===== src/rtl/voice_scheduler_mixer.sv =====
// Frame scheduler for the sequential 3-voice generator: starts each voice in turn,
// scales every returned waveform by its envelope level and sums them into one signed sample.
module voice_scheduler_mixer #(
    parameter int TIMEOUT_CYCLES = 16
) (
    input  logic        clk_i,
    input  logic        rst_ni,
    input  logic        sample_tick_i,
    input  logic        status_clr_i,
    input  logic [47:0] freq_words_i,
    input  logic [35:0] pw_words_i,
    input  logic [11:0] wave_sels_i,
    input  logic [2:0]  sync_en_i,
    input  logic [2:0]  ring_en_i,
    input  logic [23:0] env_levels_i,
    input  logic [2:0]  mute_i,
    output logic        start_o,
    output logic [1:0]  act_voice_o,
    output logic [15:0] freq_word_o,
    output logic [11:0] pw_word_o,
    output logic [3:0]  wave_sel_o,
    output logic        sync_o,
    output logic        ring_mod_o,
    input  logic        voice_ready_i,
    input  logic [9:0]  voice_wave_i,
    output logic [11:0] mix_o,
    output logic        mix_valid_o,
    output logic        busy_o,
    output logic        overrun_o,
    output logic        timeout_o
);

    typedef enum logic [1:0] {
        IDLE,
        START,
        WAIT,
        DONE
    } state_e;

    localparam logic [7:0] WAIT_LAST = 8'(TIMEOUT_CYCLES - 1);

    state_e             state_q, state_d;
    logic [1:0]         voice_q, voice_d;
    logic signed [11:0] acc_q, acc_d;
    logic signed [11:0] mix_q, mix_d;
    logic [7:0]         wait_q, wait_d;
    logic               overrun_q, timeout_q;
    logic               set_overrun, set_timeout;

    logic [7:0]         env_sel;
    logic               mute_sel;
    logic signed [18:0] wave_x, env_x, prod;
    logic signed [11:0] contrib;

    always_comb begin
        freq_word_o = freq_words_i[15:0];
        pw_word_o   = pw_words_i[11:0];
        wave_sel_o  = wave_sels_i[3:0];
        sync_o      = sync_en_i[0];
        ring_mod_o  = ring_en_i[0];
        env_sel     = env_levels_i[7:0];
        mute_sel    = mute_i[0];
        case (voice_q)
            2'd1: begin
                freq_word_o = freq_words_i[31:16];
                pw_word_o   = pw_words_i[23:12];
                wave_sel_o  = wave_sels_i[7:4];
                sync_o      = sync_en_i[1];
                ring_mod_o  = ring_en_i[1];
                env_sel     = env_levels_i[15:8];
                mute_sel    = mute_i[1];
            end
            2'd2: begin
                freq_word_o = freq_words_i[47:32];
                pw_word_o   = pw_words_i[35:24];
                wave_sel_o  = wave_sels_i[11:8];
                sync_o      = sync_en_i[2];
                ring_mod_o  = ring_en_i[2];
                env_sel     = env_levels_i[23:16];
                mute_sel    = mute_i[2];
            end
            default: ;
        endcase
    end

    // Envelope is unsigned, so it enters the signed product zero-extended.
    assign wave_x  = {{9{voice_wave_i[9]}}, voice_wave_i};
    assign env_x   = {11'd0, env_sel};
    assign prod    = wave_x * env_x;
    assign contrib = mute_sel ? 12'sd0 : {prod[18], prod[18:8]};

    always_comb begin
        state_d     = state_q;
        voice_d     = voice_q;
        acc_d       = acc_q;
        wait_d      = wait_q;
        mix_d       = mix_q;
        set_timeout = 1'b0;
        set_overrun = sample_tick_i && (state_q != IDLE);
        case (state_q)
            IDLE: begin
                if (sample_tick_i) begin
                    state_d = START;
                    voice_d = 2'd0;
                    acc_d   = '0;
                end
            end
            START: begin
                state_d = WAIT;
                wait_d  = '0;
            end
            WAIT: begin
                if (voice_ready_i || (wait_q == WAIT_LAST)) begin
                    if (voice_ready_i) begin
                        acc_d = acc_q + contrib;
                    end else begin
                        set_timeout = 1'b1;
                    end
                    if (voice_q == 2'd2) begin
                        state_d = DONE;
                        mix_d   = acc_d;
                    end else begin
                        state_d = START;
                        voice_d = voice_q + 2'd1;
                    end
                end else begin
                    wait_d = wait_q + 8'd1;
                end
            end
            DONE: begin
                state_d = IDLE;
                voice_d = 2'd0;
            end
            default: state_d = IDLE;
        endcase
    end

    // A flag event in the same cycle as a clear keeps the flag set.
    always_ff @(posedge clk_i or negedge rst_ni) begin
        if (!rst_ni) begin
            state_q   <= IDLE;
            voice_q   <= 2'd0;
            acc_q     <= '0;
            mix_q     <= '0;
            wait_q    <= '0;
            overrun_q <= 1'b0;
            timeout_q <= 1'b0;
        end else begin
            state_q   <= state_d;
            voice_q   <= voice_d;
            acc_q     <= acc_d;
            mix_q     <= mix_d;
            wait_q    <= wait_d;
            overrun_q <= set_overrun | (overrun_q & ~status_clr_i);
            timeout_q <= set_timeout | (timeout_q & ~status_clr_i);
        end
    end

    assign start_o     = (state_q == START);
    assign act_voice_o = voice_q;
    assign busy_o      = (state_q != IDLE);
    assign mix_valid_o = (state_q == DONE);
    assign mix_o       = mix_q;
    assign overrun_o   = overrun_q;
    assign timeout_o   = timeout_q;

endmodule


===== config.mk =====
export PLATFORM = sky130hd
export DESIGN_NAME = voice_scheduler_mixer
export DESIGN_NICKNAME = d
export VERILOG_FILES = /design/src/rtl/voice_scheduler_mixer.sv
export SDC_FILE = /design/constraint.sdc
export NUM_CORES = 1
export LEC_CHECK = 0
export CAP_MARGIN = 20
export CORE_ASPECT_RATIO = 0.5
export CORE_MARGIN = 5
export CORE_UTILIZATION = 48
export CTS_CLUSTER_DIAMETER = 150
export DETAILED_ROUTE_END_ITERATION = 8
export PLACE_DENSITY = 0.84
export SYNTH_ARGS = -nofsm -noshare
export SYNTH_HDL_FRONTEND = slang
export SYNTH_SLANG_ARGS = --single-unit

===== constraint.sdc =====
create_clock -name clk_i -period 9.9 [get_ports clk_i]
set_input_delay 1.98 -clock clk_i [delete_from_list [all_inputs] [get_ports clk_i]]
set_output_delay 1.98 -clock clk_i [all_outputs]
set_load 0.005 [all_outputs]

==> impl_metrics.env <==
export IMPL_slowest_stage="o21ai_1"
export IMPL_grtUsageTotal_pct=22.4
export IMPL_crit_type="in -> reg"
export IMPL_antenna_found_initial=0
export IMPL_final_common_cell="clkdlybuf4s50_1"
export IMPL_layout_common_cells="196 x clkdlybuf4s50_1, 106 x nand2_1, 101 x inv_1, 66 x fa_1, 62 x o21ai_0"
export IMPL_postCtsSetupBuffers=0
export IMPL_fin_crit_sh_pct=95.6
export IMPL_fin_nets=1146
export IMPL_hold_path_class="reg -> reg"
export IMPL_multiInputGateArea_um2=4430
export IMPL_start_kind="input pin"
export IMPL_regArea_um2=951
export IMPL_insertion_delay_ps=280
export IMPL_clk_pin_slew_ps=60
export IMPL_drt_iter0_drc=325
export IMPL_via_per_inst=5.30
export IMPL_cp_common_cell="fa_1"
export IMPL_fin_util_pct=68.4
export IMPL_pin_count=197
export IMPL_vias=5587
export IMPL_crit_fanout=10
export IMPL_area_growth_pct=38.5
export IMPL_gr_total_overflow=0
export IMPL_async_flop_share_pct=100
export IMPL_crit_arrival_ps=9670
export IMPL_synth_cell_type_count=48
export IMPL_gp_congestion=0.846
export IMPL_ctsHoldBuffers=0
export IMPL_min_period_ps=9460
export IMPL_post_dp_cell_area_um2=7980
export IMPL_rows=28
export IMPL_coreArea_um2=11900
export IMPL_cts_buffers_inserted=5
export IMPL_layout_drive_gt1_share_pct=3.15
export IMPL_final_setup_tns_ps=0
export IMPL_clock_fmax_mhz=106
export IMPL_critical_path_max_stage_delay_ps=780
export IMPL_worst_pin_slew_ps=970
export IMPL_fin_area_um2=8130
export IMPL_finalClockSkew_ps=3.88
export IMPL_grt_pass1_vias=5732
export IMPL_ys_flop_type="dfrtp_1"
export IMPL_dr_pass1_iters=7
export IMPL_endpoint_kind="flop"
export IMPL_wirelength_mm=16.8
export IMPL_synth_cells=707
export IMPL_start_util_pct=49.4
export IMPL_die_w_um=166
export IMPL_status="complete, no violations"
export IMPL_cts_tree="built"
export IMPL_maxSlewViolCount=0
export IMPL_syn_area_um2=5870
export IMPL_synth_edf_count=0
export IMPL_hpwl_mm=14.1
export IMPL_yosysWarnings=0
export IMPL_cts_resized=0
export IMPL_cpLargestDelayFamily="adder cells"
export IMPL_finalHoldViolCount=0
export IMPL_setup_violations=0
export IMPL_numPortBuffers=196
export IMPL_syn_nets=965
export IMPL_avgRoutedWirePerCell_um=15.9
export IMPL_dieHeight_um=88.2
export IMPL_grt_pass1_wl_mm=26.9
export IMPL_root_buffer="clkbuf_16"
export IMPL_nFillCells=927
export IMPL_syn_area_per_cell_um2=8.30
export IMPL_cp_data_required_time_ps=10100
export IMPL_crit_buf_inv=4
export IMPL_die_area_um2=14700
export IMPL_diodes=0
export IMPL_drc=0
export IMPL_drv_cap=0
export IMPL_ant_nets=0
export IMPL_cts_path_max_buffers=2
export IMPL_rsz0062_at_grt="no"
export IMPL_grt_max_degree=61
export IMPL_seq_area_frac_synth_pct=16.2
export IMPL_h_tree_depth=2
export IMPL_clkSinkCount=38
export IMPL_synth_seq_cells=38
export IMPL_slew_headroom_pct=35.1
==> metal layers <==
metal  GRT usage [%]  share of wire, %  vias up
li1                -                 -     2723
met1            26.6                40     2681
met2            41.3                51      158
met3            6.04               6.8       25
met4            5.64               1.7        0
met5               0                 0        -
==> tightest hold or removal path, stage by stage, from the launching register on <==
cell	delay (ps)
dfrtp_1	330
nand2_1	50
o21ai_0	60
==> through the flow <==
step                      cells  hold WS, ps  setup WS, ps
final                      1054          482           436
after global routing       1054          521          63.6
after CTS                  1054          487           503
after detailed placement   1046          475           258
after global placement     1046          464           416
after floorplan             707          458          1510
==> sequential cells by signal, indices dropped and copies added (netlist names) <==
name,flops
acc_q,12
mix_o,12
wait_q,8
act_voice_o,2
state_q,2
overrun_o,1
timeout_o,1
==> path summary, 6_finish.rpt <==
kind                                   from         to  slack [ps]  depth (start not counted)
min in group asynchronous            rst_ni  wait_q[5]        2120                          2
setup / recovery           env_levels_i[18]  mix_o[11]         440                         29
hold / removal                     mix_o[8]   mix_o[8]         480                          2
hold reg to reg                    mix_o[8]   mix_o[8]         480                          2
setup reg to reg             act_voice_o[0]  mix_o[11]        1180                         31
max in group asynchronous            rst_ni   acc_q[5]        7440                          2
==> layout make-up <==
type | instances | area share [%]
clock buffer | 7 | 1.76
clock inverter | 1 | 0.0616
inverter | 101 | 4.67
multi-input combinational | 539 | 54.5
sequential | 38 | 11.7
tap | 165 | 2.54
timing repair buffer | 203 | 24.8
==> cells by family after synthesis <==
logic type | share of synthesized area (%)
mux | 2.05
buf+inv | 8.38
flops | 16.2
compound gates | 18.7
fa+ha+maj | 32.8
xor+xnor | 3.58
simple gates | 18.4
==> cell usage after synthesis (all sizes together) (3+ instances only) <==
cell type | instances | area [um2]
or2 | 3 | 18.8
o21ai | 67 | 339
nand2 | 106 | 398
a21o | 6 | 45.0
or3 | 5 | 36.3
and2 | 26 | 163
dfrtp | 38 | 951
fa | 66 | 1320
nand3 | 12 | 65.1
mux2i | 12 | 120
a21oi | 20 | 100
xor2 | 6 | 52.6
o31ai | 3 | 22.5
a22oi | 42 | 315
and3 | 3 | 18.8
buf | 4 | 18.8
nor2b | 24 | 150
nor3 | 6 | 30.0
nand4 | 4 | 25.0
o21a | 3 | 22.5
nand2b | 6 | 37.5
inv | 101 | 379
xnor2 | 18 | 158
a22o | 11 | 96.3
ha | 48 | 601
nor2 | 21 | 78.8
clkbuf | 25 | 93.8
Power is left out: the tool's default activity adds up to more than one toggle a clock period on the data nets, which glitch-free logic cannot reach.
